**src/rtl/sfifo_pkg.sv**
```systemverilog
// rtl/sfifo_pkg.sv - shared state type and width helper for the FIFO word packer
package sfifo_pkg;

  // FILL gathers words into lanes; SEALED waits for the output slot to drain
  typedef enum logic {
    FILL   = 1'b0,
    SEALED = 1'b1
  } pack_state_e;

  // Lane counter must hold 0..ratio inclusive
  function automatic int lane_cnt_width(input int ratio);
    return $clog2(ratio + 1);
  endfunction

endpackage

```
**src/rtl/sfifo_packer_if.sv**
```systemverilog
// rtl/sfifo_packer_if.sv - packed-beat valid/ready stream between packer and consumer
interface sfifo_packer_if #(
  parameter int IN_WIDTH = 8,
  parameter int RATIO    = 4
);

  logic [IN_WIDTH*RATIO-1:0] m_data;
  logic [RATIO-1:0]          m_keep;
  logic                      m_last;
  logic                      m_valid;
  logic                      m_ready;

  modport master (
    output m_data,
    output m_keep,
    output m_last,
    output m_valid,
    input  m_ready
  );

  modport slave (
    input  m_data,
    input  m_keep,
    input  m_last,
    input  m_valid,
    output m_ready
  );

endinterface

```
**src/rtl/sfifo_pack_timer.sv**
```systemverilog
// rtl/sfifo_pack_timer.sv - idle counter that flags when a partial beat should be sealed
module sfifo_pack_timer #(
  parameter int TIMEOUT = 16
) (
  input  logic i_clk,
  input  logic i_rst_n,
  input  logic i_clr,
  input  logic i_en,
  output logic o_expired
);

  // A zero TIMEOUT still needs a one-bit register so the ports stay legal
  localparam int TW = (TIMEOUT > 0) ? $clog2(TIMEOUT + 1) : 1;
  localparam int unsigned EXP_VAL = (TIMEOUT > 0) ? TIMEOUT - 1 : 0;

  logic [TW-1:0] timer_q;
  logic [TW-1:0] timer_d;

  // Clear wins over count; counting is suppressed entirely when the timeout is disabled
  always_comb begin
    timer_d = timer_q;
    if (i_clr) begin
      timer_d = '0;
    end else if (i_en && (TIMEOUT > 0)) begin
      timer_d = timer_q + TW'(1);
    end
  end

  // Idle-cycle register
  always_ff @(posedge i_clk) begin
    if (!i_rst_n) begin
      timer_q <= '0;
    end else begin
      timer_q <= timer_d;
    end
  end

  assign o_expired = (TIMEOUT > 0) && (timer_q == TW'(EXP_VAL));

endmodule

```
**src/rtl/sfifo_packer.sv**
```systemverilog
// rtl/sfifo_packer.sv - pops narrow FIFO words and packs RATIO of them into one wide beat
module sfifo_packer
  import sfifo_pkg::*;
#(
  parameter int IN_WIDTH = 8,
  parameter int RATIO    = 4,
  parameter int TIMEOUT  = 16
) (
  input  logic                i_clk,
  input  logic                i_rst_n,
  output logic                o_fifo_rd_en,
  input  logic [IN_WIDTH-1:0] i_fifo_data,
  input  logic                i_fifo_empty,
  input  logic                i_flush,
  sfifo_packer_if.master      m,
  output logic                o_busy
);

  localparam int OW = IN_WIDTH * RATIO;
  localparam int CW = lane_cnt_width(RATIO);

  pack_state_e      state_q, state_d;
  logic [CW-1:0]    cnt_q, cnt_d;
  logic [OW-1:0]    lanes_q, lanes_d;
  logic [RATIO-1:0] keep_q, keep_d;
  logic             last_r_q, last_r_d;
  logic [OW-1:0]    m_data_q, m_data_d;
  logic [RATIO-1:0] m_keep_q, m_keep_d;
  logic             m_last_q, m_last_d;
  logic             m_valid_q, m_valid_d;

  logic flush_eff;
  logic rd_en;
  logic slot_free;
  logic load;
  logic tmr_clr;
  logic tmr_en;
  logic tmr_expired;

  // Handshake decode: a flush on an empty accumulation is a no-op, and a flush cycle never pops
  always_comb begin
    flush_eff = i_flush & (cnt_q != '0);
    rd_en     = i_rst_n & (state_q == FILL) & ~i_fifo_empty & ~flush_eff;
    slot_free = ~m_valid_q | m.m_ready;
    load      = (state_q == SEALED) & slot_free;
    tmr_en    = (state_q == FILL) & (cnt_q != '0) & ~rd_en;
    tmr_clr   = load | ((state_q == FILL) & (rd_en | (cnt_q == '0)));
  end

  sfifo_pack_timer #(
    .TIMEOUT (TIMEOUT)
  ) u_timer (
    .i_clk     (i_clk),
    .i_rst_n   (i_rst_n),
    .i_clr     (tmr_clr),
    .i_en      (tmr_en),
    .o_expired (tmr_expired)
  );

  // Next-state for the accumulator FSM and the registered output slot
  always_comb begin
    state_d   = state_q;
    cnt_d     = cnt_q;
    lanes_d   = lanes_q;
    keep_d    = keep_q;
    last_r_d  = last_r_q;
    m_data_d  = m_data_q;
    m_keep_d  = m_keep_q;
    m_last_d  = m_last_q;
    m_valid_d = m_valid_q;

    // Accepted beat leaves the slot unless a new one replaces it below
    if (m_valid_q && m.m_ready) begin
      m_valid_d = 1'b0;
    end

    case (state_q)
      FILL: begin
        if (rd_en) begin
          for (int i = 0; i < RATIO; i++) begin
            if (cnt_q == CW'(i)) begin
              lanes_d[i*IN_WIDTH +: IN_WIDTH] = i_fifo_data;
              keep_d[i]                       = 1'b1;
            end
          end
          cnt_d = cnt_q + CW'(1);
          if (cnt_q == CW'(RATIO - 1)) begin
            state_d  = SEALED;
            last_r_d = 1'b0;
          end
        end else if (flush_eff || (tmr_expired && (cnt_q != '0))) begin
          state_d  = SEALED;
          last_r_d = 1'b1;
        end
      end
      SEALED: begin
        if (load) begin
          m_data_d  = lanes_q;
          m_keep_d  = keep_q;
          m_last_d  = last_r_q;
          m_valid_d = 1'b1;
          lanes_d   = '0;
          keep_d    = '0;
          cnt_d     = '0;
          state_d   = FILL;
        end
      end
      default: state_d = FILL;
    endcase
  end

  // State and output registers; reset drops any partial accumulation and any held beat
  always_ff @(posedge i_clk) begin
    if (!i_rst_n) begin
      state_q   <= FILL;
      cnt_q     <= '0;
      lanes_q   <= '0;
      keep_q    <= '0;
      last_r_q  <= 1'b0;
      m_data_q  <= '0;
      m_keep_q  <= '0;
      m_last_q  <= 1'b0;
      m_valid_q <= 1'b0;
    end else begin
      state_q   <= state_d;
      cnt_q     <= cnt_d;
      lanes_q   <= lanes_d;
      keep_q    <= keep_d;
      last_r_q  <= last_r_d;
      m_data_q  <= m_data_d;
      m_keep_q  <= m_keep_d;
      m_last_q  <= m_last_d;
      m_valid_q <= m_valid_d;
    end
  end

  assign o_fifo_rd_en = rd_en;
  assign m.m_data     = m_data_q;
  assign m.m_keep     = m_keep_q;
  assign m.m_last     = m_last_q;
  assign m.m_valid    = m_valid_q;
  assign o_busy       = (cnt_q != '0) | (state_q == SEALED) | m_valid_q;

endmodule
```
**src/flat_wrapper.sv**
```systemverilog
// flat-port wrapper written by rule: the top's interface ports become plain ports
module sfifo_packer_flat import sfifo_pkg::*;
#(
  parameter int IN_WIDTH = 8,
  parameter int RATIO    = 4,
  parameter int TIMEOUT  = 16
)
  (i_clk, i_rst_n, o_fifo_rd_en, i_fifo_data, i_fifo_empty, i_flush, o_busy, m_m_data, m_m_keep, m_m_last, m_m_valid, m_m_ready);
  sfifo_packer_if #(.IN_WIDTH(IN_WIDTH), .RATIO(RATIO)) m_i ();
  input  logic i_clk;
  input  logic i_rst_n;
  output logic o_fifo_rd_en;
  input  logic [IN_WIDTH-1:0] i_fifo_data;
  input  logic i_fifo_empty;
  input  logic i_flush;
  output logic o_busy;
  output wire logic [$bits(m_i.m_data)-1:0] m_m_data;
  output wire logic [$bits(m_i.m_keep)-1:0] m_m_keep;
  output wire logic [$bits(m_i.m_last)-1:0] m_m_last;
  output wire logic [$bits(m_i.m_valid)-1:0] m_m_valid;
  input wire logic [$bits(m_i.m_ready)-1:0] m_m_ready;
  assign m_m_data = m_i.m_data;
  assign m_m_keep = m_i.m_keep;
  assign m_m_last = m_i.m_last;
  assign m_m_valid = m_i.m_valid;
  assign m_i.m_ready = m_m_ready;
  sfifo_packer #(.IN_WIDTH(IN_WIDTH), .RATIO(RATIO), .TIMEOUT(TIMEOUT)) u_core (.i_clk(i_clk), .i_rst_n(i_rst_n), .o_fifo_rd_en(o_fifo_rd_en), .i_fifo_data(i_fifo_data), .i_fifo_empty(i_fifo_empty), .i_flush(i_flush), .m(m_i), .o_busy(o_busy));
endmodule
```
**config.mk**
```make
export PLATFORM = sky130hd
export DESIGN_NAME = sfifo_packer_flat
export DESIGN_NICKNAME = d
export VERILOG_FILES = /design/src/rtl/sfifo_pkg.sv /design/src/rtl/sfifo_packer_if.sv /design/src/rtl/sfifo_pack_timer.sv /design/src/rtl/sfifo_packer.sv /design/src/flat_wrapper.sv
export SDC_FILE = /design/constraint.sdc
export NUM_CORES = 1
export LEC_CHECK = 0
export ABC_AREA = 1
export CORE_ASPECT_RATIO = 1.25
export CORE_UTILIZATION = 45
export CTS_CLUSTER_DIAMETER = 30
export DETAILED_ROUTE_END_ITERATION = 16
export GPL_ROUTABILITY_DRIVEN = 0
export MAX_ROUTING_LAYER = met4
export PLACE_DENSITY_LB_ADDON = 0.08
export SLEW_MARGIN = 20
export SYNTH_ARGS = -nofsm -noshare
export SYNTH_HDL_FRONTEND = slang
export SYNTH_SLANG_ARGS = --single-unit
```
**constraint.sdc**
```tcl
create_clock -name i_clk -period 2.1 [get_ports i_clk]
set_clock_uncertainty 0.15 [all_clocks]
set_input_delay 0.21 -clock i_clk [delete_from_list [all_inputs] [get_ports i_clk]]
set_output_delay 0.21 -clock i_clk [all_outputs]
set_load 0.1 [all_outputs]
```
# [Yosys cells after proc, flatten, opt, wreduce, memory -nomap -nowiden]
# Cells that the tools add are included.
[classes] addsub=2 n_mul=0 div_mod_pow=0 n_lt_le_gt_ge=0 eq_ne=11 n_shift=0 n_mux=28 n_bitwise=19 reduce_logical=14
[op_table] cell="32-bit 2-to-1 mux" n=2
[op_table] cell="32-bit one-hot mux with 2 select lines" n=1
[op_table] cell="8-bit 2-to-1 mux" n=4
[op_table] cell="3-bit AND reduction" n=5
[op_table] cell="1-bit 2-to-1 mux" n=14
[op_table] cell="2-bit inequality test (second input constant)" n=6
[op_table] cell="1-bit bitwise AND" n=8
[op_table] cell="4-bit 2-to-1 mux" n=2
[op_table] cell="4-bit one-hot mux with 2 select lines" n=1
[op_table] cell="3-bit by 2-bit equality test with 1-bit output (second input constant)" n=2
[op_table] cell="3-bit 2-to-1 mux" n=2
[op_table] cell="1-bit NOT" n=6
[op_table] cell="3-bit one-hot mux with 2 select lines" n=1
[op_table] cell="5-bit by 1-bit adder with 5-bit output (second input constant)" n=1
[op_table] cell="5-bit by 4-bit equality test with 1-bit output (second input constant)" n=1
[op_table] cell="1-bit OR" n=5
[op_table] cell="2-bit AND reduction" n=2
[op_table] cell="3-bit by 1-bit adder with 3-bit output (second input constant)" n=1
[op_table] cell="3-bit by 1-bit equality test with 1-bit output (second input constant)" n=1
[op_table] cell="3-bit zero test" n=1
[op_table] cell="3-bit nonzero test" n=1
[op_table] cell="1-bit logical AND" n=2
[op_table] cell="2-bit by 1-bit inequality test with 1-bit output (second input constant)" n=1
[op_table] cell="1-bit one-hot mux with 2 select lines" n=1
[op_table] cell="other kinds (3)" n=3
[totals] ff_bits=84 latch_bits=0 mem_bits_rw=0 rom_bits=0 out_inout_bits=40 mem_count=0

# [Logic depth before layout (Yosys ltp)]
[depth] depth_word=8 mapped_depth=10

# [Hierarchy]
# Synthesis repeated with hierarchy kept, for this count alone.
[unflattened] hier_cells=427 area_unflattened_um2=3303.2
[modules_own_cells] mod="sfifo_packer" n_inst=1 cells_each=396 area_each_um2=3044.2 seq_area_each_um2=1581.5
[modules_own_cells] mod="sfifo_pack_timer" n_inst=1 cells_each=31 area_each_um2=259.0 seq_area_each_um2=100.1

# [Worst setup path after synthesis]
# Ideal clock, no wire load.
[synth_path] path_kind="register -> output" from="register u_core.m_valid_q, in the netlist u_core.m.m_valid" to="output port o_busy" t_arrival_ns=1.783 t_required_ns=1.740 path_slack_ns=-0.043 path_stages_with_launch=3 path_buffers=0 path_cell_list="dfxtp_1 -> inv_1 -> nand3_1"
[synth_between] elab_chain_len=1
[synth_lines] item="from (decl)" line="sfifo_packer.sv:30" text="logic m_valid_q, m_valid_d;"
[synth_lines] item="from (signal assigned)" line="sfifo_packer.sv:133" text="m_valid_q <= m_valid_d;"
[synth_lines] item="1-bit OR" line="sfifo_packer.sv:142" text="assign o_busy = (cnt_q != '0) | (state_q == SEALED) | m_valid_q;"
[synth_lines] item="to (decl)" line="flat_wrapper.sv:16" text="output logic o_busy;"
# No other way between the ends.

# [Final worst setup path]
[layout_path] from="register u_core.cnt_q[0]" to="output port o_fifo_rd_en"
[layout_between] elab_chain_len=4
[layout_lines] item="from (decl)" line="sfifo_packer.sv:23" text="logic [CW-1:0] cnt_q, cnt_d;"
[layout_lines] item="from (signal assigned)" line="sfifo_packer.sv:126" text="cnt_q <= cnt_d;"
[layout_lines] item="3-bit nonzero test" line="sfifo_packer.sv:42" text="flush_eff = i_flush & (cnt_q != '0);"
[layout_lines] item="1-bit bitwise AND" line="sfifo_packer.sv:42"
[layout_lines] item="1-bit NOT" line="sfifo_packer.sv:43" text="rd_en = i_rst_n & (state_q == FILL) & ~i_fifo_empty & ~flush_eff;"
[layout_lines] item="1-bit bitwise AND" line="sfifo_packer.sv:43"
[layout_lines] item="to (decl)" line="flat_wrapper.sv:12" text="output logic o_fifo_rd_en;"
# No other way between the ends.

==> results.cfg <==
[sta]
layout_min_cycle_time_ps = 1990
hold_violations = 0
post-route-period-util = 0.9475
max-slew-margin-rel = 0.7285
worst_slew_pin_slew_ps = 407.2
setup_tns_ps = 0
drv_slew = 0
fmax_mhz = 502.6
setup-violations-final = 0
rsz0062_at_grt = false

[floorplanning]
rows = 34
core_area_sq_um = 7104
start_util = 0.4741
die_y_microns = 98.73
pin_count = 53
die_x_microns = 79.38
dieArea_sq_um = 7837

[worst_setup_path]
cp_cell_sequence = inv_1 > ha_1 > nand2_2 > nand2_1 > nand2_2 > clkinv_4 > buf_12
cp.arrival_ps = 1630
ff2ff_setup_slack_ps = 200
reg2reg_depth = 11
cp_slowest_stage_delay_ps = 360
required_ps = 1740
critPathTopFamily = flip-flops
crit_path_top_delay_cell = dfxtp_2
cp-start-kind = flip-flop
end_kind = output port
cp_common_cell = nand2_2
reg2reg_to = u_core.u_timer.timer_q[0]
path_buf_inv = 3
critical_path_class = reg2out
worstPathMaxFanout = 8
worstReg2RegStart = u_core.cnt_q[0]

[synthesis]
synth_edf_count = 0
syn_area_sq_um = 3368
ys_types = 27
synth_top_area_share = 0.4993
netlist_top_cells_area = dfxtp_1, nand2_1, nor2_1, nand3_1, a21oi_1
synth_seq_cells = 84
async_reset_ff_frac = 0
synth_top_area_cell = dfxtp_1
synth_warnings = 0
syn_avg_cell_area_sq_um = 7.655
synth-main-ff-cell = dfxtp_1
synth_fp_nets = 460
yosys-top-cells-count = dfxtp_1, nand2_1, nor2_1, nand3_1, a21oi_1
yosysMostFrequentCell = dfxtp_1
seq_area_frac_synth = 0.4993
netlist_instances = 440

[route]
drt_first_pass_iters = 4
vias_per_cell = 4.986
drtIter0Drc = 152
vias = 2937
drc = 0
drtAntennaViolNets = 0
routedWlPerCell_microns = 13.07
routed_wl_mm = 7.700

[finish]
antenna_cells = 0
final-instance-count-excl-fill = 589
fillCellCount = 702
nets = 515
drive_gt1_frac = 0.1924
area_growth_pct = 23.29

[power_and_ir_drop]
power_frac_comb = 0.245
internal_power_uw = 2646
p_clk_frac = 0.317
leakage_uw = 0.001820
sequentialPowerShare = 0.439
power_switching_uw = 1333
peakVddDrop_uv = 465.5
switching_share = 0.3351
power.density_nw_per_um2 = 958.1

[hold_path]
hold_depth = 2
min-delay-start = u_core.lanes_q[18]
hp-class = reg2reg
min_to = u_core.m.m_data[18]

[placement]
portBuffers = 52
dp_cells = 573
dpl.hpwl_mm = 5.377

[grt]
grt_use_total = 0.2185
grt_max_degree = 45
antenna_found_initial = 0
grt_pass1_vias = 2685
grt_remaining_overflow = 0
grt_pass1_wl_mm = 12.81

[status]
outcome = finished, final reports clean

[clock_tree]
clockBufferDepth = 2
clockRootBuffer = clkbuf_8
numCtsBuffers = 9
clk_pin_slew_ps = 80
htreeDepth = 3
clk_latency_ps = 350
cts.sinks = 84
cts_tree = built

[job]
cap_violations = 0
-- cells in the final DEF (no fill, tap or decap), drive strengths merged --
cell	netlist	routed
nand3b	3	3
clkdlybuf4s50	0	12
xor2	1	1
clkinv	1	3
or2	1	1
dfxtp	84	84
ha	7	7
o211ai	1	1
nand2	87	87
o21ai	37	37
a21oi	44	44
nand4	1	1
nand3	44	44
inv	36	36
nor2	68	68
buf	14	55
bufinv	0	2
clkbuf	9	11
o21a	1	1
o31ai	1	1
-- metal layers --
layer	track usage	wire [microns]	up-vias	part of all wire
met2	0.3402	3644	53	0.47
met1	0.2697	3541	1345	0.46
met3	0.03611	292	18	0.038
met5	-	0	-	0
met4	0.1147	221	0	0.029
li1	-	-	1521	-
-- cells by family (layout without fill, tap and decap cells) --
logic type	after synthesis	in the layout	synth area share
xor gates and xnor gates	1	1	0.002601
buffers and inverters	60	119	0.07763
DFF	84	84	0.4993
adders and majority gates	7	7	0.02600
and+or+nand+nor	204	204	0.2619
AOI/OAI and AO/OA	84	84	0.1326
-- how the worst max path moves through the flow --
| stage | start | to | depth (start not counted) |
|---|---|---|---|
| after floorplan | u_core.cnt_q[0] | u_core.cnt_q[0] | 9 |
| after global placement | m_m_ready | u_core.lanes_q[1] | 9 |
| after detailed placement | m_m_ready | u_core.lanes_q[1] | 9 |
| after CTS | u_core.cnt_q[0] | o_fifo_rd_en | 7 |
| after global routing | u_core.cnt_q[0] | o_fifo_rd_en | 7 |
| final | u_core.cnt_q[0] | o_fifo_rd_en | 7 |
-- state kept, by name (all words and copies together) (netlist names), 3 cells and up --
register and count:
u_core.lanes_q 32, u_core.m.m_data 32, u_core.u_timer.timer_q 5, u_core.keep_q 4, u_core.m.m_keep 4, u_core.cnt_q 3
-- metrics by stage --
step | hold WS, ps | utilization | setup WS [ps] | area [sq um] | total power [uW]
after detailed placement | 293.2 | 0.5523 | 110.5 | 3924 | 2755
after floorplan | 222.7 | - | 149.6 | 3369 | 2514
final | 307.6 | 0.5845 | 110.2 | 4153 | 3979
after CTS | 309.7 | 0.5842 | 57.26 | 4150 | 4009
after global placement | 291.8 | 0.5523 | 116.9 | 3924 | 2746
after global routing | 328.5 | 0.5845 | 27.14 | 4153 | 4158
-- power by group through the flow --
| stage | clock [uW] | combinational, uW | sequential, uW |
|---|---|---|---|
| 6_report | 1260 | 973 | 1750 |
| 5_1_grt | 1360 | 1040 | 1760 |
| 4_1_cts | 1290 | 978 | 1750 |
| 3_5_place_dp | 0 | 972 | 1780 |
| 3_3_place_gp | 0 | 965 | 1780 |
| 2_1_floorplan | 0 | 385 | 2130 |
-- final cells by class --
class                           instances  area [sq um]  area share
Sequential cell                        84          1685      0.4058
Multi-Input combinational cell        296          1425      0.3432
Timing Repair Buffer                   67         570.5      0.1374
Inverter                               37         143.9     0.03465
Clock buffer                           11         141.4     0.03405
Tap cell                               90         112.6     0.02712
Clock inverter                          4         73.82     0.01778
-- worst min-delay path, stage by stage (launching register included) --
cell and delay, ps:
dfxtp_1 300, inv_1 60, a21oi_1 60
-- what timing repair did --
action                     CTS  global route
hold buffers                 0             0
pin swaps                    1             0
resized for setup            1             2
setup buffers                1             0
setup endpoints to repair    1             1
gates cloned                 0             0
Power figures use the tool's default switching activity.
